[config.mk]
export PLATFORM = sky130hd
export DESIGN_NAME = video_frame_source
export DESIGN_NICKNAME = d
export VERILOG_FILES = /design/src/rtl/video_frame_source.sv
export SDC_FILE = /design/constraint.sdc
export NUM_CORES = 1
export LEC_CHECK = 0
export CAP_MARGIN = 30
export CORE_ASPECT_RATIO = 1.25
export CORE_MARGIN = 1
export CORE_UTILIZATION = 56
export DETAILED_ROUTE_END_ITERATION = 8
export GPL_ROUTABILITY_DRIVEN = 1
export PLACE_DENSITY_LB_ADDON = 0.1
export SYNTH_ARGS = -nofsm -noshare
export SYNTH_HDL_FRONTEND = slang
export SYNTH_SLANG_ARGS = --single-unit
[constraint.sdc]
create_clock -name clk -period 6.25 [get_ports clk]
set_clock_uncertainty 0.15 [all_clocks]
set_input_delay 1.5625 -clock clk [delete_from_list [all_inputs] [get_ports clk]]
set_output_delay 1.5625 -clock clk [all_outputs]
set_load 0.03 [all_outputs]
[src/rtl/video_frame_source.sv]
`default_nettype none
// ============================================================================
// Module   : video_frame_source
// Brief    : Reads one frame in raster order from a synchronous frame memory
//            and streams it as 8-bit pixels with row/frame sideband.
// Revision : 1.0 - initial release
// ============================================================================
module video_frame_source #(
    parameter int IMG_WIDTH  = 1920,
    parameter int IMG_HEIGHT = 1080,
    parameter int ADDR_WIDTH = 21,
    parameter int BASE_ADDR  = 0,
    parameter int H_GAP      = 0
) (
    input  logic                  clk,
    input  logic                  rst,
    input  logic                  start,
    output logic                  busy,
    output logic                  done,
    output logic                  mem_rd_en,
    output logic [ADDR_WIDTH-1:0] mem_addr,
    input  logic [7:0]            mem_rdata,
    output logic [7:0]            m_tdata,
    output logic                  m_tvalid,
    input  logic                  m_tready,
    output logic                  m_tlast,
    output logic                  m_tuser
);
    localparam int XW = (IMG_WIDTH  > 1) ? $clog2(IMG_WIDTH)  : 1;
    localparam int YW = (IMG_HEIGHT > 1) ? $clog2(IMG_HEIGHT) : 1;
    localparam int GW = (H_GAP      > 1) ? $clog2(H_GAP)      : 1;

    typedef enum logic [1:0] {
        ST_IDLE  = 2'd0,
        ST_RUN   = 2'd1,
        ST_GAP   = 2'd2,
        ST_DRAIN = 2'd3
    } state_t;

    state_t                state_q, state_d;
    logic [XW-1:0]         x_q, x_d;
    logic [YW-1:0]         y_q, y_d;
    logic [GW-1:0]         gap_cnt_q, gap_cnt_d;
    logic [ADDR_WIDTH-1:0] offset_q, offset_d;
    logic                  inflight_q, inflight_d;
    logic                  infl_last_q, infl_last_d;
    logic                  infl_sof_q, infl_sof_d;
    logic                  head_vld_q, head_vld_d;
    logic                  tail_vld_q, tail_vld_d;
    logic [7:0]            head_data_q, head_data_d;
    logic [7:0]            tail_data_q, tail_data_d;
    logic                  head_last_q, head_last_d;
    logic                  head_sof_q, head_sof_d;
    logic                  tail_last_q, tail_last_d;
    logic                  tail_sof_q, tail_sof_d;
    logic                  busy_q, busy_d;
    logic                  done_q, done_d;

    logic                  pop;
    logic                  row_end;
    logic                  frame_end;
    logic [2:0]            level;

    always_comb begin
        pop       = head_vld_q & m_tready;
        // Slots committed after this cycle's pop: buffered + arriving read.
        level     = 3'(head_vld_q) + 3'(tail_vld_q) + 3'(inflight_q) - 3'(pop);
        row_end   = (x_q == XW'(IMG_WIDTH - 1));
        frame_end = row_end && (y_q == YW'(IMG_HEIGHT - 1));
        mem_rd_en = (state_q == ST_RUN) && (level < 3'd2);
        mem_addr  = mem_rd_en ? (ADDR_WIDTH'(BASE_ADDR) + offset_q) : '0;
    end

    always_comb begin
        state_d     = state_q;
        x_d         = x_q;
        y_d         = y_q;
        gap_cnt_d   = gap_cnt_q;
        offset_d    = offset_q;
        done_d      = 1'b0;
        inflight_d  = mem_rd_en;
        infl_last_d = row_end;
        infl_sof_d  = (x_q == '0) && (y_q == '0);

        case (state_q)
            ST_IDLE: begin
                // The done cycle is already IDLE; a start there is ignored.
                if (start && !done_q) begin
                    state_d  = ST_RUN;
                    x_d      = '0;
                    y_d      = '0;
                    offset_d = '0;
                end
            end
            ST_RUN: begin
                if (mem_rd_en) begin
                    offset_d = offset_q + ADDR_WIDTH'(1);
                    if (row_end) begin
                        x_d = '0;
                        if (frame_end) begin
                            y_d     = '0;
                            state_d = ST_DRAIN;
                        end else begin
                            y_d = y_q + YW'(1);
                            if (H_GAP > 0) begin
                                state_d   = ST_GAP;
                                gap_cnt_d = '0;
                            end
                        end
                    end else begin
                        x_d = x_q + XW'(1);
                    end
                end
            end
            ST_GAP: begin
                if (gap_cnt_q == GW'(H_GAP - 1)) begin
                    state_d = ST_RUN;
                end else begin
                    gap_cnt_d = gap_cnt_q + GW'(1);
                end
            end
            default: begin
                if (pop && !tail_vld_q && !inflight_q) begin
                    state_d = ST_IDLE;
                    done_d  = 1'b1;
                end
            end
        endcase

        busy_d = (state_d != ST_IDLE);
    end

    always_comb begin
        head_vld_d  = head_vld_q;
        tail_vld_d  = tail_vld_q;
        head_data_d = head_data_q;
        head_last_d = head_last_q;
        head_sof_d  = head_sof_q;
        tail_data_d = tail_data_q;
        tail_last_d = tail_last_q;
        tail_sof_d  = tail_sof_q;

        if (pop) begin
            if (tail_vld_q) begin
                head_data_d = tail_data_q;
                head_last_d = tail_last_q;
                head_sof_d  = tail_sof_q;
                tail_vld_d  = 1'b0;
            end else begin
                head_vld_d  = 1'b0;
                head_data_d = '0;
                head_last_d = 1'b0;
                head_sof_d  = 1'b0;
            end
        end

        if (inflight_q) begin
            if (!head_vld_d) begin
                head_vld_d  = 1'b1;
                head_data_d = mem_rdata;
                head_last_d = infl_last_q;
                head_sof_d  = infl_sof_q;
            end else begin
                tail_vld_d  = 1'b1;
                tail_data_d = mem_rdata;
                tail_last_d = infl_last_q;
                tail_sof_d  = infl_sof_q;
            end
        end
    end

    always_ff @(posedge clk or posedge rst) begin
        if (rst) begin
            state_q     <= ST_IDLE;
            x_q         <= '0;
            y_q         <= '0;
            gap_cnt_q   <= '0;
            offset_q    <= '0;
            inflight_q  <= 1'b0;
            infl_last_q <= 1'b0;
            infl_sof_q  <= 1'b0;
            head_vld_q  <= 1'b0;
            tail_vld_q  <= 1'b0;
            head_data_q <= '0;
            head_last_q <= 1'b0;
            head_sof_q  <= 1'b0;
            tail_data_q <= '0;
            tail_last_q <= 1'b0;
            tail_sof_q  <= 1'b0;
            busy_q      <= 1'b0;
            done_q      <= 1'b0;
        end else begin
            state_q     <= state_d;
            x_q         <= x_d;
            y_q         <= y_d;
            gap_cnt_q   <= gap_cnt_d;
            offset_q    <= offset_d;
            inflight_q  <= inflight_d;
            infl_last_q <= infl_last_d;
            infl_sof_q  <= infl_sof_d;
            head_vld_q  <= head_vld_d;
            tail_vld_q  <= tail_vld_d;
            head_data_q <= head_data_d;
            head_last_q <= head_last_d;
            head_sof_q  <= head_sof_d;
            tail_data_q <= tail_data_d;
            tail_last_q <= tail_last_d;
            tail_sof_q  <= tail_sof_d;
            busy_q      <= busy_d;
            done_q      <= done_d;
        end
    end

    assign busy     = busy_q;
    assign done     = done_q;
    assign m_tvalid = head_vld_q;
    assign m_tdata  = head_data_q;
    assign m_tlast  = head_last_q;
    assign m_tuser  = head_sof_q;

endmodule
`default_nettype wire

==> impl_results.md, run 1 <==
* Outcome: completed
* PwrDens at 442 nW/um^2
* Multi-input gate area at 1860 sq um
* H-tree lvl count at 3
* ANT nets after route at 0
* Die Y at 94.5 um
* Hold/Removal Path Class: reg -> reg
* Async S/R FF share, synth at 1.00
* Maxcap violations at 0
* P&R area growth vs syn at 21.2%
* # setup viols final at 0
* Slew margin rel. at 0.503
* Net Count, Synth at 427
* Die area at 7180 sq um
* Placed cell area at 4360 sq um
* DR DRC count at 0
* First-pass GRT wire length at 13.7 mm
* TritonCTS clock tree: built
* CP endpoint kind: output port
* Post-layout min period at 6.09 ns
* Setup TNS at 0 ns
* Synth cell types at 50
* Finished Layout Cells at 547
* Fin crit share at 0.974
* Core area at 6610 sq um
* Row count at 33
* Final net count at 474
* Worst-Margin Slew at 0.744 ns
* Worst-Skew Late Latency at 0.35 ns
* Setup CP Type: in -> out
* Sequential share of the synthesized area at 0.476
* Layout cells sized above 1 at 0.102
* DR iter-0 viols at 238
* Yosys warnings at 0
* Starting density of the core at 0.580
* Mapped cell area at 3830 sq um
* Port buffer count at 46
* CP Max Fanout at 13
* Setup crit start kind: input port
* Primary FF master, synth: dfrtp_1
* Design area at 4650 sq um
* DRT Pass-1 Iters at 4
* Largest net degree at the start of global routing at 38
* DRT Wirelength at 8.39 mm
* Number of fill cells in the layout at 549
* Critical path data required time at 4.54 ns
* GPL Wtd Cong at 0.870
* Number of diodes at 0
* Dpl cells at 527
* FF/Latch Area at 1830 sq um
* Cts bufs inserted at 9
* Max Slew Vio Count at 0
* Tot GR Track Use at 0.243
* Post-synthesis register bit count at 73
* Via count at 3164
* Static Leak at 2.15 nW
* Number of antenna violations at the first check in global routing at 0
* HPWL Detailed at 5.57 mm
* Vias in the first global route at 2911
* Grt total ovfl at 0
* Syn avg cell area at 9.40 sq um
* Clk sinks at 73
* Mapped Cells at 408
* Wire per inst at 15.3 um
* Clock transition at path regs at 0.07 ns
* CP arrival at 4.37 ns
* Root buf cell: clkbuf_8
* Final Hold Viols at 0
* Number of synthesized flops with an enable pin at 0
* Num ports at 47
* Max clock buf depth at 2
* Via/cell ratio at 5.78
* VDD IR max at 0.325 mV
* Die W at 76.0 um
* FMAX at 164 MHz
* Overall power at 0.00205 W
==> logic make-up (layout without fill, tap and decap cells) <==
group	after synthesis	count (layout)	share of synthesized area
xor gates and xnor gates	24	24	0.0548
and+or+nand+nor	188	188	0.256
DFF	73	73	0.476
AOI/OAI and AO/OA	65	65	0.114
muxes	11	11	0.0320
buffers and inverters	40	92	0.0440
adders and majority gates	7	7	0.0228
==> placed cells by master (no fill, tap or decap), drive strengths merged, types with 3 or more instances in the layout <==
master and count:
a211o 4, a211oi 10, a21oi 10, a31oi 10, and2 21, and3 3, and4 3, buf 9
clkbuf 11, clkdlybuf4s50 34, clkinvlp 4, dfrtp 73, dlymetal6s2s 12, ha 7, inv 19, mux2 10
nand2 40, nand2b 4, nand3 29, nand3b 3, nand4 5, nor2 45, nor3 11, nor4 9
o21a 3, o21ai 16, o31ai 5, or3 3, or4 5, xnor2 16, xor2 8
==> report_power, final <==
group          total (W)  switching, W  internal (W)
Combinational   0.000946      0.000580      0.000365
Sequential      0.000708      0.000116      0.000592
Clock           0.000400      0.000176      0.000224
==> critical path, cell delays in order <==
cell and delay (ns):
clkdlybuf4s50_1 0.42, nand2_1 0.09, inv_1 0.06, ha_1 0.27
inv_1 0.04, ha_1 0.27, a21oi_2 0.24, mux2i_4 0.36
clkinvlp_4 0.12, buf_4 0.18, and2_1 0.16, clkdlybuf4s50_1 0.58
==> cell usage after synthesis, types with 4 or more instances <==
cell	n	area, sq um
dfrtp_1	73	1830
nor2_1	45	169
nand2_1	40	150
nand3_1	29	145
and2_1	21	131
inv_1	20	75.1
o21ai_0	16	80.1
xnor2_1	16	140
clkbuf_1	14	52.6
a211oi_1	10	75.1
a31oi_1	10	62.6
mux2_2	10	113
nor3_1	10	50.1
a21oi_1	9	45.0
nor4_1	8	50.1
xor2_1	8	70.1
ha_1	7	87.6
o31ai_1	5	37.5
a211o_1	4	35.0
nand2b_1	4	25.0
or4_1	4	30.0
==> sequential cells by signal (all words and copies together) (netlist names) <==
signal       count
tail_data_q      8
state_q          2
tail_vld_q       1
m_tuser          1
tail_sof_q       1
gap_cnt_q        1
infl_last_q      1
m_tdata          8
m_tvalid         1
tail_last_q      1
busy             1
m_tlast          1
offset_q        21
done             1
x_q             11
infl_sof_q       1
inflight_q       1
y_q             11
==> final timing paths <==
kind                                              end  cells after the start  slack [ns]                   from
max                                       mem_addr[6]                     12        0.16               m_tready
min reg2reg                     gap_cnt_q$_DFFE_PP0P_                      2        0.35  gap_cnt_q$_DFFE_PP0P_
max in group asynchronous     offset_q[0]$_DFFE_PP0P_                      3        3.48                    rst
min in group asynchronous  tail_data_q[7]$_DFFE_PP0P_                      2        1.51                    rst
max reg2reg                        y_q[1]$_DFFE_PP0P_                     12        2.80     m_tvalid$_DFF_PP0_
min                             gap_cnt_q$_DFFE_PP0P_                      2        0.35  gap_cnt_q$_DFFE_PP0P_
==> through the flow <==
step / setup slack (ns) / util / hold WS (ns)
after global placement: 0.163 / 0.661 / 0.314
after detailed placement: 0.0630 / 0.661 / 0.329
final: 0.165 / 0.704 / 0.348
after CTS: 0.0552 / 0.693 / 0.346
after floorplan: 0.698 / - / 0.300
after global routing: -0.0296 / 0.704 / 0.377
==> area by class of cell <==
type	instances	share of cell area
clock inverter	5	0.0172
multi-input combinational	295	0.399
clock buffer	11	0.0283
inverter	20	0.0170
timing repair inverter	1	0.00162
tap	87	0.0234
timing repair buffer	55	0.120
sequential	73	0.393
==> per-layer routing <==
layer,track usage,share of wire
met2,0.424,0.50
met1,0.294,0.44
met5,0,0
met4,0.131,0.022
met3,0.0348,0.035
==> timing repair <==
item,in CTS,in global routing
hold buffers,0,0
setup endpoints to repair,0,19
gates resized for setup,0,15
buffers inserted,0,3
Power figures use the tool's default switching activity.
==> inputs of run 2 (changes only) <==
--- a/config.mk
+++ b/config.mk
@@ -8,7 +8,7 @@
 export CAP_MARGIN = 30
 export CORE_ASPECT_RATIO = 1.25
 export CORE_MARGIN = 1
-export CORE_UTILIZATION = 56
+export CORE_UTILIZATION = 60
 export DETAILED_ROUTE_END_ITERATION = 8
 export GPL_ROUTABILITY_DRIVEN = 1
 export PLACE_DENSITY_LB_ADDON = 0.1
==> constraint.sdc (replaced) <==
create_clock -name clk -period 7.47 [get_ports clk]
set_clock_uncertainty 0.15 [all_clocks]
set_input_delay 1.8675 -clock clk [delete_from_list [all_inputs] [get_ports clk]]
set_output_delay 1.8675 -clock clk [all_outputs]
set_load 0.03 [all_outputs]
==> run 2 against run 1 <==
Compared with the run above: sequential power is 16% lower; critical endpoint is now mem_addr[5]; total power is 21% lower; sequential share of layout area is 0.82 points higher; critical path type unchanged; flip-flop and latch count stayed put; die area is 6.5% lower; clock power is 23% lower.
==> impl_results.md, run 2 (synthesis gave the netlist of run 1 again) <==
* Largest net degree at the start of global routing at 74 (+95%)
* Via/cell ratio at 5.76 (-0.37%)
* Logic pwr share at 0.445 (-0.015)
* Number of antenna violations at the first check in global routing at 0 (unchanged)
* DRT Wirelength at 8.26 mm (-1.5%)
* Final Worst Setup Slack at 0.700 ns (+0.535 ns)
* Overall power at 0.00163 W (-21%)
* Sw Share at 0.426 (+0.00113)
* Critical path cell sequence: clkdlybuf4s50_1 > nand2_1 > inv_1 > ha_1 > inv_1 > ha_1 > a21oi_2 > mux2i_1 > inv_1 > and2_1 > clkdlybuf4s50_1
* Post-CTS sizing at 0 (unchanged)
* Tot GR Track Use at 0.268 (+0.0249)
* Row count at 32 (-3.0%)
* # setup viols final at 0 (unchanged)
* Worst-Skew Late Latency at 0.34 ns (about the same)
* Pre-CTS setup slack at 0.705 ns (+0.642 ns)
* Hold/Removal Path Class: reg -> reg
* Number of fill cells in the layout at 487 (-11%)
* FMAX at 148 MHz
* HPWL Detailed at 5.49 mm (-1.3%)
* Grt total ovfl at 0 (unchanged)
* Clock transition at path regs at 0.07 ns (about the same)
* ANT nets after route at 0 (unchanged)
* Fin crit share at 0.906
* CP endpoint kind: output port
* Die area at 6720 sq um (-6.5%)
* GPL Wtd Cong at 0.843 (-3.1%)
* Core area at 6170 sq um (-6.7%)
* Finished Layout Cells at 540 (-1.3%)
* Maxcap violations at 0 (unchanged)
* Internal at 0.000934 W (-21%)
* CP top delay family: buffers and inverters
* Slew margin rel. at 0.381 (-0.122)
* VDD IR max at 0.345 mV (+6.1%)
* Die W at 73.5 um (-3.3%)
* Most frequent cells in the layout: dfrtp_1 (73), clkdlybuf4s50_1 (46), nor2_1 (45)
* Critical path data required time at 5.45 ns (+0.91 ns)
* H-tree lvl count at 3 (unchanged)
* CP dominant cell by count: inv_1
* NetSw at 0.000692 W (-21%)
* Vias in the first global route at 3117 (+7.1%)
* Setup crit start kind: input port
* Setup TNS at 0 ns (unchanged)
* Hold buffers post-CTS at 0 (unchanged)
* Die Y at 91.4 um (-3.3%)
* Worst-Margin Slew at 0.929 ns (+0.185 ns)
* Via count at 3112 (-1.6%)
* DR DRC count at 0 (unchanged)
* Static Leak at 1.93 nW (-10%)
* Starting density of the core at 0.622 (+0.0415)
* Crit path depth at 11 (-1)
* Port buffer count at 46 (unchanged)
* Max clock buf depth at 2 (unchanged)
* Num ports at 47 (unchanged)
* Setup CP Type: in -> out
* Root buf cell: clkbuf_8
* Top reg by flops: offset_q
* P&R area growth vs syn at 18.7%
* Outcome: completed
* R2r startpoint: m_tvalid$_DFF_PP0_
* CP arrival at 4.75 ns (+0.38 ns)
* Cts bufs inserted at 9 (unchanged)
* Final Hold Viols at 0 (unchanged)
* Largest registers: offset_q x21, x_q x11, y_q x11
* Seq pwr share at 0.365 (+0.020)
* Buffers & Inverters on Critical Path at 5 (-1)
* Max Slew Vio Count at 0 (unchanged)
* DRT Pass-1 Iters at 4 (unchanged)
* Clk sinks at 73 (unchanged)
* PwrDens at 357 nW/um^2 (-19%)
* Commonest non-fill, non-tap cell in the layout: dfrtp_1
* Worst setup endpoint: mem_addr[5]
* DR iter-0 viols at 237 (-0.42%)
* Final net count at 470 (-0.84%)
* # Post-CTS Setup Buffers at 0 (unchanged)
* Wire per inst at 15.3 um (-0.25%)
* Dpl cells at 525 (-0.38%)
* R2R depth at 11 (-1)
* Max FFs per register at 21 (unchanged)
* First-pass GRT wire length at 14.1 mm (+2.6%)
* CP Max Fanout at 26 (+13)
* RSZ-0062 raised after global routing: no
* Number of diodes at 0 (unchanged)
* Worst path slowest cell: clkdlybuf4s50_1
* TritonCTS clock tree: built
* Clk pwr share at 0.190 (-0.005)
* Worst R2R Setup Slack at 4.12 ns (+1.32 ns)
* Crit path from: m_tready
* Layout cells sized above 1 at 0.0901 (-0.0121)
* CP peak stage delay at 0.67 ns (+0.09 ns)
* Post-layout min period at 6.77 ns
* Reg2Reg Capture Point: y_q[7]$_DFFE_PP0P_
[run 2: changes by cell type in the layout (fill, tap and decap cells not counted), sizes merged, moves of 3 or more]
cell           before  now
clkinvlp            4    0
buf                 9    6
clkdlybuf4s50      34   46
dlymetal6s2s       12    0
[run 2: layout make-up]
| class | instances | area, sq um | share of cell area |
|---|---|---|---|
| well taps | 85 | 106 | 0.0234 |
| clock inverters | 3 | 40.0 | 0.00879 |
| flip-flops and latches | 73 | 1830 | 0.401 |
| inverters | 20 | 75.1 | 0.0165 |
| repair buffers | 52 | 505 | 0.111 |
| multi-input cells | 295 | 1840 | 0.405 |
| clock buffers | 12 | 155 | 0.0341 |
[run 2: per-layer routing]
layer  track usage  vias to the layer above  routed length, um
li1              -                     1501                  -
met1         0.336                     1532               3740
met2         0.453                       70               4140
met3        0.0433                        9                290
met4         0.107                        0                 80
met5             0                        -                  0
[run 2: worst min-delay path, cell delays in order (launching register included)]
cell,delay (ns)
dfrtp_1,0.34
inv_1,0.05
o21ai_0,0.06
[run 2: power groups by stage]
| stage | Combinational (W) | Sequential [W] | Clock [W] |
|---|---|---|---|
| final | 0.000724 | 0.000594 | 0.000309 |
| after global placement | 0.000703 | 0.000596 | 0 |
| after detailed placement | 0.000724 | 0.000599 | 0 |
| after CTS | 0.000728 | 0.000592 | 0.000313 |
| after floorplan | 0.000462 | 0.000621 | 0 |
| after global routing | 0.000792 | 0.000608 | 0.000331 |
[run 2: how the worst min path moves through the flow]
stage                                             to                       start  slack [ns]  cells after the start
after floorplan                gap_cnt_q$_DFFE_PP0P_       gap_cnt_q$_DFFE_PP0P_        0.30                      2
after global routing      tail_data_q[0]$_DFFE_PP0P_  tail_data_q[0]$_DFFE_PP0P_        0.39                      1
after CTS                      gap_cnt_q$_DFFE_PP0P_       gap_cnt_q$_DFFE_PP0P_        0.34                      2
after global placement         gap_cnt_q$_DFFE_PP0P_       gap_cnt_q$_DFFE_PP0P_        0.32                      2
final                          gap_cnt_q$_DFFE_PP0P_       gap_cnt_q$_DFFE_PP0P_        0.34                      2
after detailed placement       gap_cnt_q$_DFFE_PP0P_       gap_cnt_q$_DFFE_PP0P_        0.32                      2
[run 2: metrics by stage]
stage	util	area (sq um)	hold WS, ns
final	0.738	4550	0.338
after global routing	0.738	4550	0.385
after floorplan	-	3830	0.300
after detailed placement	0.707	4360	0.325
after CTS	0.738	4550	0.340
after global placement	0.707	4360	0.319
